<file path="config.mk">
export PLATFORM = sky130hd
export DESIGN_NAME = hit_resolver
export DESIGN_NICKNAME = d
export VERILOG_FILES = /design/src/rtl/hit_resolver.sv
export SDC_FILE = /design/constraint.sdc
export NUM_CORES = 1
export LEC_CHECK = 0
export ABC_AREA = 1
export CAP_MARGIN = 20
export CORE_ASPECT_RATIO = 2
export CORE_MARGIN = 3
export CORE_UTILIZATION = 45
export DETAILED_ROUTE_END_ITERATION = 10
export PLACE_DENSITY = 0.79
export SLEW_MARGIN = 20
export SYNTH_ARGS = -nofsm -noshare
export SYNTH_HDL_FRONTEND = slang
export SYNTH_SLANG_ARGS = --single-unit
</file>
<file path="constraint.sdc">
create_clock -name clk -period 2.6 [get_ports clk]
set_input_delay 0.39 -clock clk [delete_from_list [all_inputs] [get_ports clk]]
set_output_delay 0.39 -clock clk [all_outputs]
set_load 0.01 [all_outputs]
</file>
<file path="src/rtl/hit_resolver.sv">
`default_nettype none
// ============================================================================
// Module   : hit_resolver
// Brief    : Resolves attacker-hitbox vs defender-hurtbox overlaps between
//            the two players during active attack frames, emits one-cycle
//            hitFlag pulses, tracks both health bars and latches round end.
// Revision : 1.0 - initial release
// ============================================================================
module hit_resolver #(
    parameter int HEALTH_INIT = 100,
    parameter int DMG_BASIC   = 10,
    parameter int DMG_DIR     = 15,
    parameter int DMG_CHIP    = 2
) (
    input  logic       clk,
    input  logic       rst,

    // Player 1 (left side)
    input  logic [3:0] p1_state,
    input  logic [9:0] p1_basic_x1,
    input  logic [9:0] p1_basic_x2,
    input  logic [9:0] p1_basic_y1,
    input  logic [9:0] p1_basic_y2,
    input  logic [9:0] p1_dir_x1,
    input  logic [9:0] p1_dir_x2,
    input  logic [9:0] p1_dir_y1,
    input  logic [9:0] p1_dir_y2,
    input  logic [9:0] p1_hurt_x1,
    input  logic [9:0] p1_hurt_x2,
    input  logic [9:0] p1_hurt_y1,
    input  logic [9:0] p1_hurt_y2,

    // Player 2 (right side)
    input  logic [3:0] p2_state,
    input  logic [9:0] p2_basic_x1,
    input  logic [9:0] p2_basic_x2,
    input  logic [9:0] p2_basic_y1,
    input  logic [9:0] p2_basic_y2,
    input  logic [9:0] p2_dir_x1,
    input  logic [9:0] p2_dir_x2,
    input  logic [9:0] p2_dir_y1,
    input  logic [9:0] p2_dir_y2,
    input  logic [9:0] p2_hurt_x1,
    input  logic [9:0] p2_hurt_x2,
    input  logic [9:0] p2_hurt_y1,
    input  logic [9:0] p2_hurt_y2,

    output logic [1:0] p1_hitFlag,
    output logic [1:0] p2_hitFlag,
    output logic [7:0] p1_health,
    output logic [7:0] p2_health,
    output logic       round_over,
    output logic [1:0] winner
);

    // Player state codes that matter here. HITSTUN (9) needs no special
    // handling: a defender in hitstun is simply hittable again (combos).
    localparam logic [3:0] C_ST_MOVEBACK  = 4'd2;
    localparam logic [3:0] C_ST_B_END     = 4'd4;
    localparam logic [3:0] C_ST_D_END     = 4'd7;
    localparam logic [3:0] C_ST_BLOCKSTUN = 4'd10;

    localparam logic [7:0] C_HEALTH_INIT  = 8'(HEALTH_INIT);
    localparam logic [7:0] C_DMG_BASIC    = 8'(DMG_BASIC);
    localparam logic [7:0] C_DMG_DIR      = 8'(DMG_DIR);
    localparam logic [7:0] C_DMG_CHIP     = 8'(DMG_CHIP);

    localparam logic [1:0] C_FLAG_NONE    = 2'b00;
    localparam logic [1:0] C_FLAG_BASIC   = 2'b01;
    localparam logic [1:0] C_FLAG_DIR     = 2'b10;

    localparam logic [1:0] C_WIN_NONE     = 2'b00;
    localparam logic [1:0] C_WIN_P1       = 2'b01;
    localparam logic [1:0] C_WIN_P2       = 2'b10;
    localparam logic [1:0] C_WIN_DRAW     = 2'b11;

    // ------------------------------------------------------------------------
    // Helpers
    // ------------------------------------------------------------------------
    function automatic logic [9:0] f_lo(input logic [9:0] a, input logic [9:0] b);
        return (a < b) ? a : b;
    endfunction

    function automatic logic [9:0] f_hi(input logic [9:0] a, input logic [9:0] b);
        return (a < b) ? b : a;
    endfunction

    // Inclusive overlap of two boxes given as raw corner pairs. Corners are
    // normalised first because the right-side player's boxes are mirrored
    // (x1 > x2).
    function automatic logic f_overlap(
        input logic [9:0] a_x1, input logic [9:0] a_x2,
        input logic [9:0] a_y1, input logic [9:0] a_y2,
        input logic [9:0] b_x1, input logic [9:0] b_x2,
        input logic [9:0] b_y1, input logic [9:0] b_y2
    );
        logic w_x_ov;
        logic w_y_ov;
        w_x_ov = (f_lo(a_x1, a_x2) <= f_hi(b_x1, b_x2)) &&
                 (f_lo(b_x1, b_x2) <= f_hi(a_x1, a_x2));
        w_y_ov = (f_lo(a_y1, a_y2) <= f_hi(b_y1, b_y2)) &&
                 (f_lo(b_y1, b_y2) <= f_hi(a_y1, a_y2));
        return w_x_ov && w_y_ov;
    endfunction

    // Health never wraps: any damage at or above the remaining health
    // lands exactly on zero.
    function automatic logic [7:0] f_sat_sub(input logic [7:0] h, input logic [7:0] d);
        return (h > d) ? (h - d) : 8'd0;
    endfunction

    // ------------------------------------------------------------------------
    // State
    // ------------------------------------------------------------------------
    logic [1:0] r_p1_flag;
    logic [1:0] r_p2_flag;
    logic [7:0] r_p1_health;
    logic [7:0] r_p2_health;
    logic       r_round_over;
    logic [1:0] r_winner;
    logic       r_p1_connected;
    logic       r_p2_connected;

    // ------------------------------------------------------------------------
    // Combinational hit detection
    // ------------------------------------------------------------------------
    logic       w_p1_in_basic;
    logic       w_p1_in_dir;
    logic       w_p2_in_basic;
    logic       w_p2_in_dir;
    logic       w_p1_attacking;
    logic       w_p2_attacking;
    logic       w_p1_basic_ov;
    logic       w_p1_dir_ov;
    logic       w_p2_basic_ov;
    logic       w_p2_dir_ov;
    logic       w_p1_hits;       // p1 lands a hit on p2 this edge
    logic       w_p2_hits;       // p2 lands a hit on p1 this edge
    logic       w_p1_blocking;
    logic       w_p2_blocking;
    logic [7:0] w_dmg_to_p1;
    logic [7:0] w_dmg_to_p2;
    logic [7:0] w_p1_health_next;
    logic [7:0] w_p2_health_next;
    logic [1:0] w_p1_flag_next;
    logic [1:0] w_p2_flag_next;
    logic       w_round_end;
    logic [1:0] w_winner_next;

    // Overlap of each attacker's hitboxes against the opponent's hurtbox.
    always_comb begin
        w_p1_basic_ov = f_overlap(p1_basic_x1, p1_basic_x2, p1_basic_y1, p1_basic_y2,
                                  p2_hurt_x1,  p2_hurt_x2,  p2_hurt_y1,  p2_hurt_y2);
        w_p1_dir_ov   = f_overlap(p1_dir_x1,   p1_dir_x2,   p1_dir_y1,   p1_dir_y2,
                                  p2_hurt_x1,  p2_hurt_x2,  p2_hurt_y1,  p2_hurt_y2);
        w_p2_basic_ov = f_overlap(p2_basic_x1, p2_basic_x2, p2_basic_y1, p2_basic_y2,
                                  p1_hurt_x1,  p1_hurt_x2,  p1_hurt_y1,  p1_hurt_y2);
        w_p2_dir_ov   = f_overlap(p2_dir_x1,   p2_dir_x2,   p2_dir_y1,   p2_dir_y2,
                                  p1_hurt_x1,  p1_hurt_x2,  p1_hurt_y1,  p1_hurt_y2);
    end

    // Hit qualification, blocking, damage selection and the resulting
    // next health / flag values. Both directions are resolved independently
    // so a trade updates both sides on the same edge.
    always_comb begin
        w_p1_in_basic  = (p1_state == C_ST_B_END);
        w_p1_in_dir    = (p1_state == C_ST_D_END);
        w_p2_in_basic  = (p2_state == C_ST_B_END);
        w_p2_in_dir    = (p2_state == C_ST_D_END);
        w_p1_attacking = w_p1_in_basic || w_p1_in_dir;
        w_p2_attacking = w_p2_in_basic || w_p2_in_dir;

        w_p1_hits = !r_p1_connected && !r_round_over &&
                    ((w_p1_in_basic && w_p1_basic_ov) || (w_p1_in_dir && w_p1_dir_ov));
        w_p2_hits = !r_p2_connected && !r_round_over &&
                    ((w_p2_in_basic && w_p2_basic_ov) || (w_p2_in_dir && w_p2_dir_ov));

        w_p1_blocking = (p1_state == C_ST_MOVEBACK) || (p1_state == C_ST_BLOCKSTUN);
        w_p2_blocking = (p2_state == C_ST_MOVEBACK) || (p2_state == C_ST_BLOCKSTUN);

        w_dmg_to_p2 = w_p2_blocking ? C_DMG_CHIP :
                      (w_p1_in_basic ? C_DMG_BASIC : C_DMG_DIR);
        w_dmg_to_p1 = w_p1_blocking ? C_DMG_CHIP :
                      (w_p2_in_basic ? C_DMG_BASIC : C_DMG_DIR);

        w_p2_health_next = w_p1_hits ? f_sat_sub(r_p2_health, w_dmg_to_p2) : r_p2_health;
        w_p1_health_next = w_p2_hits ? f_sat_sub(r_p1_health, w_dmg_to_p1) : r_p1_health;

        // The defender's flag reports which attack of the opponent landed.
        w_p2_flag_next = C_FLAG_NONE;
        if (w_p1_hits) begin
            w_p2_flag_next = w_p1_in_basic ? C_FLAG_BASIC : C_FLAG_DIR;
        end
        w_p1_flag_next = C_FLAG_NONE;
        if (w_p2_hits) begin
            w_p1_flag_next = w_p2_in_basic ? C_FLAG_BASIC : C_FLAG_DIR;
        end
    end

    // Round end detection and winner selection; only evaluated while the
    // round is still live, after which everything is frozen.
    always_comb begin
        w_round_end   = !r_round_over &&
                        ((w_p1_health_next == 8'd0) || (w_p2_health_next == 8'd0));
        w_winner_next = C_WIN_NONE;
        if ((w_p1_health_next == 8'd0) && (w_p2_health_next == 8'd0)) begin
            w_winner_next = C_WIN_DRAW;
        end else if (w_p2_health_next == 8'd0) begin
            w_winner_next = C_WIN_P1;
        end else if (w_p1_health_next == 8'd0) begin
            w_winner_next = C_WIN_P2;
        end
    end

    // ------------------------------------------------------------------------
    // Registers
    // ------------------------------------------------------------------------

    // Hit pulses and health bars.
    always_ff @(posedge clk or posedge rst) begin
        if (rst) begin
            r_p1_flag   <= C_FLAG_NONE;
            r_p2_flag   <= C_FLAG_NONE;
            r_p1_health <= C_HEALTH_INIT;
            r_p2_health <= C_HEALTH_INIT;
        end else begin
            r_p1_flag   <= w_p1_flag_next;
            r_p2_flag   <= w_p2_flag_next;
            r_p1_health <= w_p1_health_next;
            r_p2_health <= w_p2_health_next;
        end
    end

    // One-hit-per-attack tracking: cleared whenever the attacker leaves the
    // active-frame states, so a fresh attack may connect again.
    always_ff @(posedge clk or posedge rst) begin
        if (rst) begin
            r_p1_connected <= 1'b0;
            r_p2_connected <= 1'b0;
        end else begin
            if (!w_p1_attacking) begin
                r_p1_connected <= 1'b0;
            end else if (w_p1_hits) begin
                r_p1_connected <= 1'b1;
            end
            if (!w_p2_attacking) begin
                r_p2_connected <= 1'b0;
            end else if (w_p2_hits) begin
                r_p2_connected <= 1'b1;
            end
        end
    end

    // Sticky round-over latch and the winner captured on the same edge.
    always_ff @(posedge clk or posedge rst) begin
        if (rst) begin
            r_round_over <= 1'b0;
            r_winner     <= C_WIN_NONE;
        end else if (w_round_end) begin
            r_round_over <= 1'b1;
            r_winner     <= w_winner_next;
        end
    end

    assign p1_hitFlag = r_p1_flag;
    assign p2_hitFlag = r_p2_flag;
    assign p1_health  = r_p1_health;
    assign p2_health  = r_p2_health;
    assign round_over = r_round_over;
    assign winner     = r_winner;

endmodule
`default_nettype wire

</file>
==> results of run 1 <==
-- synth_stat cells, drive strengths merged --
cell type  number  area share [%]
a21o           18             1.2
o21ai         266              12
dfrtp          19             4.2
a21boi          1           0.067
nand3b          2            0.13
dfstp           6             1.4
o211ai          4            0.27
or2             2            0.11
nor3            3            0.13
nor4            5            0.28
o22ai           1           0.055
nand2         586              20
o21a            2            0.13
a211oi          2            0.13
a31oi           2            0.11
nand3          81             4.2
buf             4            0.14
o21bai          9            0.73
nor2          104             3.7
ha            268              30
nand4          46             2.5
a311oi          2            0.16
inv           385              13
clkbuf         44             1.5
o2111ai         4            0.31
a21oi          90             4.0
a221oi          2            0.16
-- metrics by stage --
stage	setup WS, ns	utilization, %	instances	setup TNS, ns
after CTS	-0.947	89.1	3033	-15.95
after floorplan	-0.789	-	1958	-10.98
after global placement	-1.92	72.2	2892	-36.80
after detailed placement	-1.92	72.2	2892	-38.70
-- logic make-up after synthesis --
family / Yosys count / synth area share [%]
flops: 25 / 5.61
buf+inv: 433 / 14.4
simple gates: 829 / 31.1
fa+ha+maj: 268 / 29.7
compound gates: 403 / 19.2
-- timing repair --
| item | CTS |
|---|---|
| cloned | 32 |
| endpoints found under the hold margin | 0 |
| resized for setup | 1483 |
| setup buffers | 118 |
| setup endpoints to repair | 25 |
| pin swaps | 362 |
-- layer usage --
metal | overflow | track usage, %
met5 | 0 | 0.551
met3 | 0 | 17.7
met1 | 0 | 39.3
met4 | 10 | 54.9
met2 | 15 | 81.5
==> flow_summary.yaml, run 1 <==
synth:
  synth_seq_area_share_pct: 5.61
  synth-seq-cells: 25
  ys_types: 39
  syn-instance-count: 1958
  syn-num-nets: 2476
  postSynthAreaPerCell_um2: 5.76
  yosys_warnings: 0
  syn_area_um2: 11300
placement:
  place_congestion: 1.02
  place_area_um2: 17700
  portBuffers: 272
  dp_hpwl_um: 36700
clock_tree:
  cts_buffer_depth: 2
  hold_buffers: 0
  cts.sinks: 25
  htreeDepth: 1
  cts-root-buf: "clkbuf_16"
  cts_buffers: 3
floorplan:
  die_w_um: 118
  die_height_um: 230
  io_pins: 273
  start_util_pct: 46.0
  rows: 81
grt:
  overflow: 25
  gr-usage-all-layers_pct: 47.9
  grt_max_degree: 26
  grt_pass1_wl_um: 105000
  grt_pass1_vias: 21000
outcome:
  haltStage: "global routing (5_1_grt)"
  error: "[ERROR GRT-0116] Global routing finished with congestion. Check the congestion regions in the DRC Viewer."
  status: "did not finish"
==> run 2, diff against run 1 <==
CORE_ASPECT_RATIO = not set   (was 2)
CORE_UTILIZATION = 30   (was 45)
PLACE_DENSITY = not set   (was 0.79)
PLACE_DENSITY_LB_ADDON = 0.15   (was not set)
==> run 2 against run 1 <==
The flow now finishes, with violations (negative setup slack). Synthesized area is the same. Synthesized cell count is the same.
==> flow_summary.yaml, run 2 <==
worst_setup_path:
  crit_type: "in -> reg"
  arrival_ns: 3.82
  required_ns: 2.75
  r2r_cells: 14
  critPathCaptureType: "register"
  rr_startpoint: "p1_health[0]"
  critical_path.max_stage_delay_ns: 0.32
  reg2reg_slack_ns: -0.06
  timing.rr.end: "winner[0]"
  cp_max_fo: 8
  cp_common_cell: "nand2_4"
  cp-start-kind: "primary input"
  crit_path_top_delay_cell: "nor4_4"
timing:
  relSlewSlack_pct: 11.1
  min_period_over_period_pct: 141
  worst_slack_ns: -1.07
  worstMarginPinSlew_ns: 1.33
  final_max_slew_viol_count: 0
  rsz0062_at_grt: "yes"
  fin_crit_ns: 3.67
  finalSetupViolCount: 25
  hold_viol_final: 0
  skew_ns: 0.00359
  max_freq_mhz: 273
  hold_ws_ns: 0.473
finish:
  final_cell_mix: "474 x buf_4, 378 x nand2_1, 289 x inv_1, 143 x ha_1, 139 x nand2_2"
  area_delta_synth_final_pct: 104
  fin_nets: 3275
  final_common_cell: "buf_4"
  final_util_pct: 62.4
  diodes: 0
  drive_gt1_share_pct: 52.2
detailed_routing:
  via_per_inst: 4.80
  antenna_left: 0
  routedWlPerCell_um: 14.8
  num_vias: 15600
  drt_iter0_drc: 571
  totalWireLength_um: 48100
  drc: 0
  drtPass1Iterations: 5
clock_tree:
  cts_buffer_depth: 2
  cts_tree: "yes"
  htreeDepth: 1
  hold_buffers: 0
  cts.sinks: 25
  clkSlewWorstSetupHoldPaths_ns: 0.07
  cts-root-buf: "clkbuf_16"
  clk_latency_ns: 0.26
  cts_buffers: 3
synth:
  synthTopCellsByCount: "573 x nand2_1, 384 x inv_1, 268 x ha_1"
  yosys-top-cells-area: "ha_1 30%, nand2_1 19%, inv_1 13%"
  ys.flop_type: "dfrtp_1"
  synth_edf_count: 0
  syn_area_um2: 11300
  ys_types: 39
  netlist.area_leader.share_pct: 29.7
  synth-seq-cells: 25
  syn-num-nets: 2476
  async_flop_share_pct: 100
  synth_top_cell_by_area: "ha_1"
  syn-instance-count: 1958
  yosys_warnings: 0
  yosysMostFrequentCell: "nand2_1"
  synth_seq_area_share_pct: 5.61
  postSynthAreaPerCell_um2: 5.76
floorplan:
  start_util_pct: 30.6
  die_w_um: 200
  core_region_area_um2: 36900
  io_pins: 273
  rows: 70
  dieArea_um2: 40000
  die_height_um: 200
power:
  switching_share_pct: 46.7
  power.switching_mw: 3.09
  p_seq_share_pct: 5.9
  ir_drop_mv: 0.206
  power.internal_mw: 3.52
  pwr-share-comb_pct: 88.7
  power_density_nw_per_um2: 288
  p_clk_share_pct: 5.4
  power_leakage_nw: 11.7
grt:
  antenna_found_initial: 1
  overflow: 0
  met2_usage_pct: 40.3
  gr-usage-all-layers_pct: 21.8
  grt_max_degree: 26
  grt_use_met3_pct: 2.97
  grt_pass1_wl_um: 72200
  grt.busiest_layer: "met2"
  grtUsageMet1_pct: 27.0
  grt_pass1_vias: 15500
job:
  maxCapViolCount: 0
placement:
  place_congestion: 0.915
  dp_hpwl_um: 35600
  portBuffers: 272
min_path:
  hp-class: "in -> async"
outcome:
  status: "finished with violations"
  violations: "negative setup slack"
run 2: cell counts after synthesis:
Identical to the previous run, type by type.
run 2: cell families after synthesis:
family | after synthesis | synth area share, %
simple gates | 829 | 31.1
buf+inv | 433 | 14.4
compound gates | 403 | 19.2
fa+ha+maj | 268 | 29.7
flops | 25 | 5.61
run 2: how the worst max path moves through the flow:
stage	start	end	depth (start not counted)	slack (ns)
finish	p2_hurt_y2[1]	winner[1]	29	-1.07
global route	p1_hurt_x2[5]	winner[0]	31	-1.21
CTS	p2_basic_x2[8]	winner[0]	28	-1.01
detailed placement	p2_hurt_y2[9]	winner[1]	26	-2.03
global placement	p2_hurt_y2[9]	winner[1]	26	-1.95
floorplan	p2_hurt_y2[9]	winner[1]	27	-0.79
run 2: cell type report:
cell class / count / area [um^2]
Fill cell: 3156 / 13900
Sequential cell: 25 / 633
Clock buffer: 3 / 75.1
Clock inverter: 1 / 7.51
Multi-Input combinational cell: 1509 / 13100
Tap cell: 504 / 631
Inverter: 385 / 1510
Timing Repair Buffer: 833 / 7080
run 2: power by group through the flow:
stage	Clock, mW	Combinational [mW]	Sequential (mW)
after global placement	0	3.83	0.396
final	0.355	5.87	0.389
after global routing	0.384	6.44	0.389
after detailed placement	0	3.94	0.396
after floorplan	0	2.22	0.396
after CTS	0.360	5.18	0.389
run 2: through the flow:
| step | instances | area [um^2] | total power [mW] | setup TNS [ns] | setup slack [ns] |
|---|---|---|---|---|---|
| 2_1_floorplan | 1958 | 12000 | 2.61 | -10.98 | -0.789 |
| 3_3_place_gp | 3092 | 18100 | 4.22 | -39.94 | -1.95 |
| 3_5_place_dp | 3092 | 18100 | 4.33 | -41.23 | -2.03 |
| 4_1_cts | 3212 | 21500 | 5.93 | -18.20 | -1.01 |
| 5_1_grt | 3260 | 23000 | 7.22 | -23.51 | -1.21 |
| 6_report | 3260 | 23000 | 6.61 | -19.96 | -1.07 |
run 2: repair_timing:
item                        CTS  global route
pin swaps                   323           243
hold endpoints to repair      0             0
gates cloned                 28             1
resized for setup          1091           576
setup endpoints to repair    25            25
buffers inserted             97            61
run 2: per-layer routing:
| layer | part of all wire [%] | routed length (um) |
|---|---|---|
| met3 | 4.7 | 2260 |
| met5 | 0.019 | 9 |
| met1 | 43 | 20600 |
| met2 | 50 | 24200 |
| met4 | 2.3 | 1080 |
run 2: worst max-delay path, delay by kind of cell:
| family | cells | cell delay (ns) |
|---|---|---|
| buffers and inverters | 4 | 0.43 |
| and+or+nand+nor | 18 | 1.86 |
| adders and majority gates | 2 | 0.57 |
| AOI/OAI and AO/OA | 5 | 0.55 |
Power figures use the tool's default switching activity.
==> run 3, diff against run 2 <==
CELL_PAD_IN_SITES_DETAIL_PLACEMENT = 0   (was not set)
CELL_PAD_IN_SITES_GLOBAL_PLACEMENT = 1   (was not set)
DONT_BUFFER_PORTS = 1   (was not set)
GPL_ROUTABILITY_DRIVEN = 0   (was not set)
==> run 3 against run 2 <==
The run still ends with negative setup slack left. Count of clock-buffer cells in the layout unchanged. Die area did not move. Clock skew is 0.00050 ns higher. Cell count fell by 17%. Total power down 23%. Sequential share of layout area rose by 0.91 points. Setup slack better by 0.23 ns. First-iteration DRC count down 24%. Critical path depth down 5. Register-to-register slack is essentially flat. Non-clock buffer count decreased by 553. Sequential power is essentially flat. Largest cell class unchanged.
==> flow_summary.yaml, run 3 (synthesis gave the netlist of run 2 again) <==
floorplan:
  io_pins: 273
  start_util_pct: 30.6
  dieArea_um2: 40000
  core_region_area_um2: 36900
  die_w_um: 200
  die_height_um: 200
  rows: 70
clock_tree:
  cts_buffer_depth: 2
  cts_tree: "yes"
  cts.sinks: 25
  cts_buffers: 3
  clkSlewWorstSetupHoldPaths_ns: 0.07
  clk_latency_ns: 0.27
  htreeDepth: 1
  cts-root-buf: "clkbuf_16"
timing:
  worst_slack_ns: -0.839
  min_period_over_period_pct: 132
  skew_ns: 0.00410
  rsz0062_at_grt: "yes"
  fin_crit_ns: 3.44
  relSlewSlack_pct: 57.8
  finalSetupViolCount: 25
  setup_tns_ns: -15.47
  worstMarginPinSlew_ns: 0.631
  hold_viol_final: 0
  final_max_slew_viol_count: 0
  max_freq_mhz: 291
power:
  ir_drop_mv: 0.199
  power_leakage_nw: 8.77
  power_density_nw_per_um2: 297
  design_power_total_mw: 5.13
detailed_routing:
  antenna_left: 0
  routedWlPerCell_um: 15.2
  num_vias: 13100
  drtPass1Iterations: 5
  drt_iter0_drc: 432
  via_per_inst: 4.85
  totalWireLength_um: 41000
  drc: 0
finish:
  drive_gt1_share_pct: 35.1
  final_cell_mix: "450 x nand2_1, 316 x inv_1, 207 x buf_4, 194 x ha_1, 124 x o21ai_0"
  area_delta_synth_final_pct: 52.9
  diodes: 0
  fin_nets: 2716
  design_area_um2: 17300
  final_common_cell: "nand2_1"
grt:
  met2_usage_pct: 32.5
  grt_pass1_vias: 12200
  grt.busiest_layer: "met2"
  grt_max_degree: 33
  grtUsageMet1_pct: 24.8
  grt_use_met3_pct: 3.39
  grt_pass1_wl_um: 61100
  antenna_found_initial: 0
  gr-usage-all-layers_pct: 18.8
  overflow: 0
placement:
  portBuffers: 0
  dp_hpwl_um: 34200
  place_area_um2: 14000
  dp_slack_ns: -1.51
outcome:
  status: "finished with violations"
  violations: "negative setup slack"
min_path:
  hold_path_depth: 2
  holdCritStartpoint: "p2_state[0]"
  holdPathEnd: "r_p2_connected"
  hp-class: "in -> reg"
worst_setup_path:
  r2r_cells: 14
  cp_max_fo: 8
  crit_type: "in -> reg"
  rr_startpoint: "p1_health[0]"
  arrival_ns: 3.60
  timing.rr.end: "winner[0]"
  cp-start-kind: "primary input"
  required_ns: 2.76
  reg2reg_slack_ns: -0.07
  critPathCaptureType: "register"
job:
  maxCapViolCount: 0
-- run 3: power breakdown --
| group | internal (mW) | leakage [nW] | switching, mW | total (mW) |
|---|---|---|---|---|
| sequential | 0.389 | 0.271 | 0 | 0.389 |
| combinational | 2.08 | 8.45 | 2.29 | 4.37 |
| clock | 0.213 | 0.0415 | 0.154 | 0.367 |
-- run 3: worst max-delay path, cell delays in order --
cell and delay (ns):
ha_4 0.24, a21o_1 0.19, nor2_4 0.13, nand3_4 0.20
buf_12 0.21, o21ai_4 0.23, ha_4 0.25, a21oi_2 0.14
o21ai_2 0.09, nand2_1 0.09, o2111ai_2 0.12, o21ai_2 0.09
nand4_1 0.20, a21oi_2 0.17, nand3_2 0.10, nand2_4 0.10
buf_12 0.12, nand3_2 0.09, nand2_4 0.09, nand2_2 0.06
nor2_4 0.11, nand3_2 0.08, nand2_1 0.06, nand2_1 0.05
-- run 3: per-layer routing --
layer  vias up  part of all wire, %
met5         -                    0
met4         0                  1.6
met3        38                  5.7
met2       232                   48
met1      5966                   45
li1       6866                    -
-- run 3: worst max path at each step --
stage | from | endpoint | slack [ns] | cells past startpoint
finish | p1_hurt_x1[9] | winner[0] | -0.84 | 24
global route | p2_dir_x2[4] | winner[0] | -1.12 | 34
CTS | p1_dir_y1[9] | winner[1] | -0.87 | 26
detailed placement | p1_hurt_x2[8] | winner[0] | -1.51 | 25
global placement | p1_hurt_x2[1] | winner[0] | -1.38 | 25
floorplan | p2_hurt_y2[9] | winner[1] | -0.79 | 27
-- run 3: stage by stage --
step           instances  util (%)  hold WS (ns)
2_1_floorplan       1958         -         0.413
3_3_place_gp        2630      37.9         0.548
3_5_place_dp        2630      37.9         0.543
4_1_cts             2670      41.5         0.297
5_1_grt             2701      46.8         0.330
6_report            2701      46.8         0.312
-- run 3: what timing repair did --
action | in CTS | in global routing
gates resized for setup | 251 | 383
hold buffers | 0 | 1
cloned | 10 | 12
hold endpoints to repair | 0 | 7
setup endpoints to repair | 25 | 25
pin swaps | 116 | 183
buffers inserted | 31 | 26
-- run 3: area by class of cell --
type / count / area (um^2)
Timing Repair Buffer: 280 / 2800
Clock inverter: 1 / 8.76
Fill cell: 3775 / 19600
Tap cell: 504 / 631
Clock buffer: 3 / 75.1
Inverter: 385 / 1540
Sequential cell: 25 / 633
Multi-Input combinational cell: 1503 / 11600
==> run 4, diff against run 3 <==
REMOVE_ABC_BUFFERS = 1   (was not set)
==> run 4 against run 3 <==
The run ends with max-capacitance violations, max-slew violations, negative setup slack left. Count of clock-buffer cells in the layout is the same. Sequential share of layout area increased by 0.18 points. Non-clock buffer count decreased by 12. Register-to-register slack gained 0.06 ns. Sequential power barely moved. Utilization down 2.2 points. Total power down 5.7%. Maximum frequency down 6.8%. Wire length down 2.3%. Sequential cell count unchanged. Cell count down 0.44%. Largest power group unchanged.
==> flow_summary.yaml, run 4 (synthesis gave the netlist of run 2 again) <==
power:
  ir_drop_mv: 0.246
  power_density_nw_per_um2: 294
  switching_share_pct: 48.2
  p_clk_share_pct: 7.5
  pwr-share-comb_pct: 84.5
  power.switching_mw: 2.33
  power.internal_mw: 2.51
  p_seq_share_pct: 8.1
  power_leakage_nw: 8.62
grt:
  grt_max_degree: 39
  grt_pass1_wl_um: 60900
  antenna_found_initial: 0
  grt_pass1_vias: 12200
  gr-usage-all-layers_pct: 18.8
  overflow: 0
timing:
  relSlewSlack_pct: -5.18
  min_period_over_period_pct: 142
  rsz0062_at_grt: "yes"
  worst_slack_ns: -1.09
  fin_crit_ns: 3.69
  final_max_slew_viol_count: 11
  worstMarginPinSlew_ns: 1.57
  hold_viol_final: 0
  hold_ws_ns: 0.0568
  max_freq_mhz: 271
  finalSetupViolCount: 25
  skew_ns: 0.00187
worst_setup_path:
  crit_type: "in -> reg"
  crit_path_end: "winner[0]"
  crit_path_top_delay_cell: "nand4_1"
  cp_max_fo: 7
  reg2reg_slack_ns: -0.01
  critPathCaptureType: "register"
  setup.worst_path.start: "p1_hurt_x2[5]"
  r2r_cells: 14
  rr_startpoint: "p2_health[0]"
  cp-start-kind: "primary input"
  cp_common_cell: "nand2_2"
  timing.rr.end: "winner[1]"
  required_ns: 2.76
  arrival_ns: 3.85
  critical_path.max_stage_delay_ns: 0.34
floorplan:
  core_region_area_um2: 36900
  start_util_pct: 30.6
  die_height_um: 200
  die_w_um: 200
  dieArea_um2: 40000
  io_pins: 273
  rows: 70
clock_tree:
  cts_tree: "yes"
  clk_latency_ns: 0.27
  clkSlewWorstSetupHoldPaths_ns: 0.07
  hold_buffers: 0
  cts_buffer_depth: 2
  cts_buffers: 3
  cts-root-buf: "clkbuf_16"
  htreeDepth: 1
  cts.sinks: 25
detailed_routing:
  num_vias: 12900
  antenna_left: 0
  totalWireLength_um: 40100
  via_per_inst: 4.79
  drc: 0
  drt_iter0_drc: 345
  routedWlPerCell_um: 14.9
  drtPass1Iterations: 5
outcome:
  violations: "max-capacitance violations, max-slew violations, negative setup slack"
  status: "finished with violations"
finish:
  finalNonFillerCells: 2689
  drive_gt1_share_pct: 30.7
  final_cell_mix: "458 x nand2_1, 341 x inv_1, 211 x buf_4, 208 x ha_1, 161 x o21ai_0"
  fillCellCount: 3841
  fin_nets: 2704
  area_delta_synth_final_pct: 45.7
  final_util_pct: 44.6
  final_common_cell: "nand2_1"
  diodes: 0
placement:
  dp_hpwl_um: 33400
  portBuffers: 0
  dp_slack_ns: -1.91
  dpl.cell_count: 2613
min_path:
  hp-class: "in -> async"
job:
  maxCapViolCount: 1
[run 4: what timing repair did]
item	4_1_cts	5_1_grt
pin swaps	85	159
resized for setup	313	296
gates cloned	9	4
setup endpoints to repair	25	25
setup buffers	41	29
[run 4: through the flow]
step	TNS [ns]	cell area, um^2	total power [mW]
finish	-19.79	16400	4.83
global route	-24.51	16400	5.41
CTS	-18.86	15100	4.41
detailed placement	-35.19	13300	3.48
global placement	-34.14	13300	3.41
floorplan	-23.43	11100	2.37
[run 4: per-layer routing]
metal	vias up	GRT usage [%]	routed length [um]	part of all wire, %
met3	24	4.93	3090	7.7
met1	5763	23.7	17500	44
li1	6843	-	-	-
met4	0	2.20	410	1.0
met2	244	33.2	19100	48
met5	-	0	0	0
[run 4: area by class of cell]
class	instances	area, um^2	share of cell area (%)
multi-input combinational	1503	11200	68.0
timing repair buffer	268	2430	14.8
inverter	385	1480	9.02
sequential	25	633	3.85
tap	504	631	3.84
clock buffer	3	75.1	0.457
clock inverter	1	5.00	0.0304
[run 4: critical path: cells and delay by family]
| kind | cells | cell delay (ns) |
|---|---|---|
| buf+inv | 4 | 0.39 |
| compound gates | 6 | 0.79 |
| simple gates | 17 | 1.74 |
| fa+ha+maj | 2 | 0.55 |
[run 4: worst min path at each step]
| stage | to | slack, ns | depth (start not counted) |
|---|---|---|---|
| 2_1_floorplan | p1_health[0] | 0.41 | 1 |
| 4_1_cts | p2_health[3] | 0.07 | 2 |
| 3_3_place_gp | p2_health[0] | 0.36 | 2 |
| 3_5_place_dp | p2_health[3] | 0.36 | 2 |
| 6_report | p2_health[1] | 0.06 | 2 |
| 5_1_grt | p2_health[3] | 0.08 | 2 |
[run 4: power by group through the flow]
| stage | clock network (mW) | registers [mW] | logic, mW |
|---|---|---|---|
| 2_1_floorplan | 0 | 0.396 | 1.98 |
| 3_3_place_gp | 0 | 0.396 | 3.02 |
| 3_5_place_dp | 0 | 0.396 | 3.08 |
| 4_1_cts | 0.371 | 0.389 | 3.65 |
| 5_1_grt | 0.386 | 0.389 | 4.63 |
| 6_report | 0.362 | 0.389 | 4.08 |
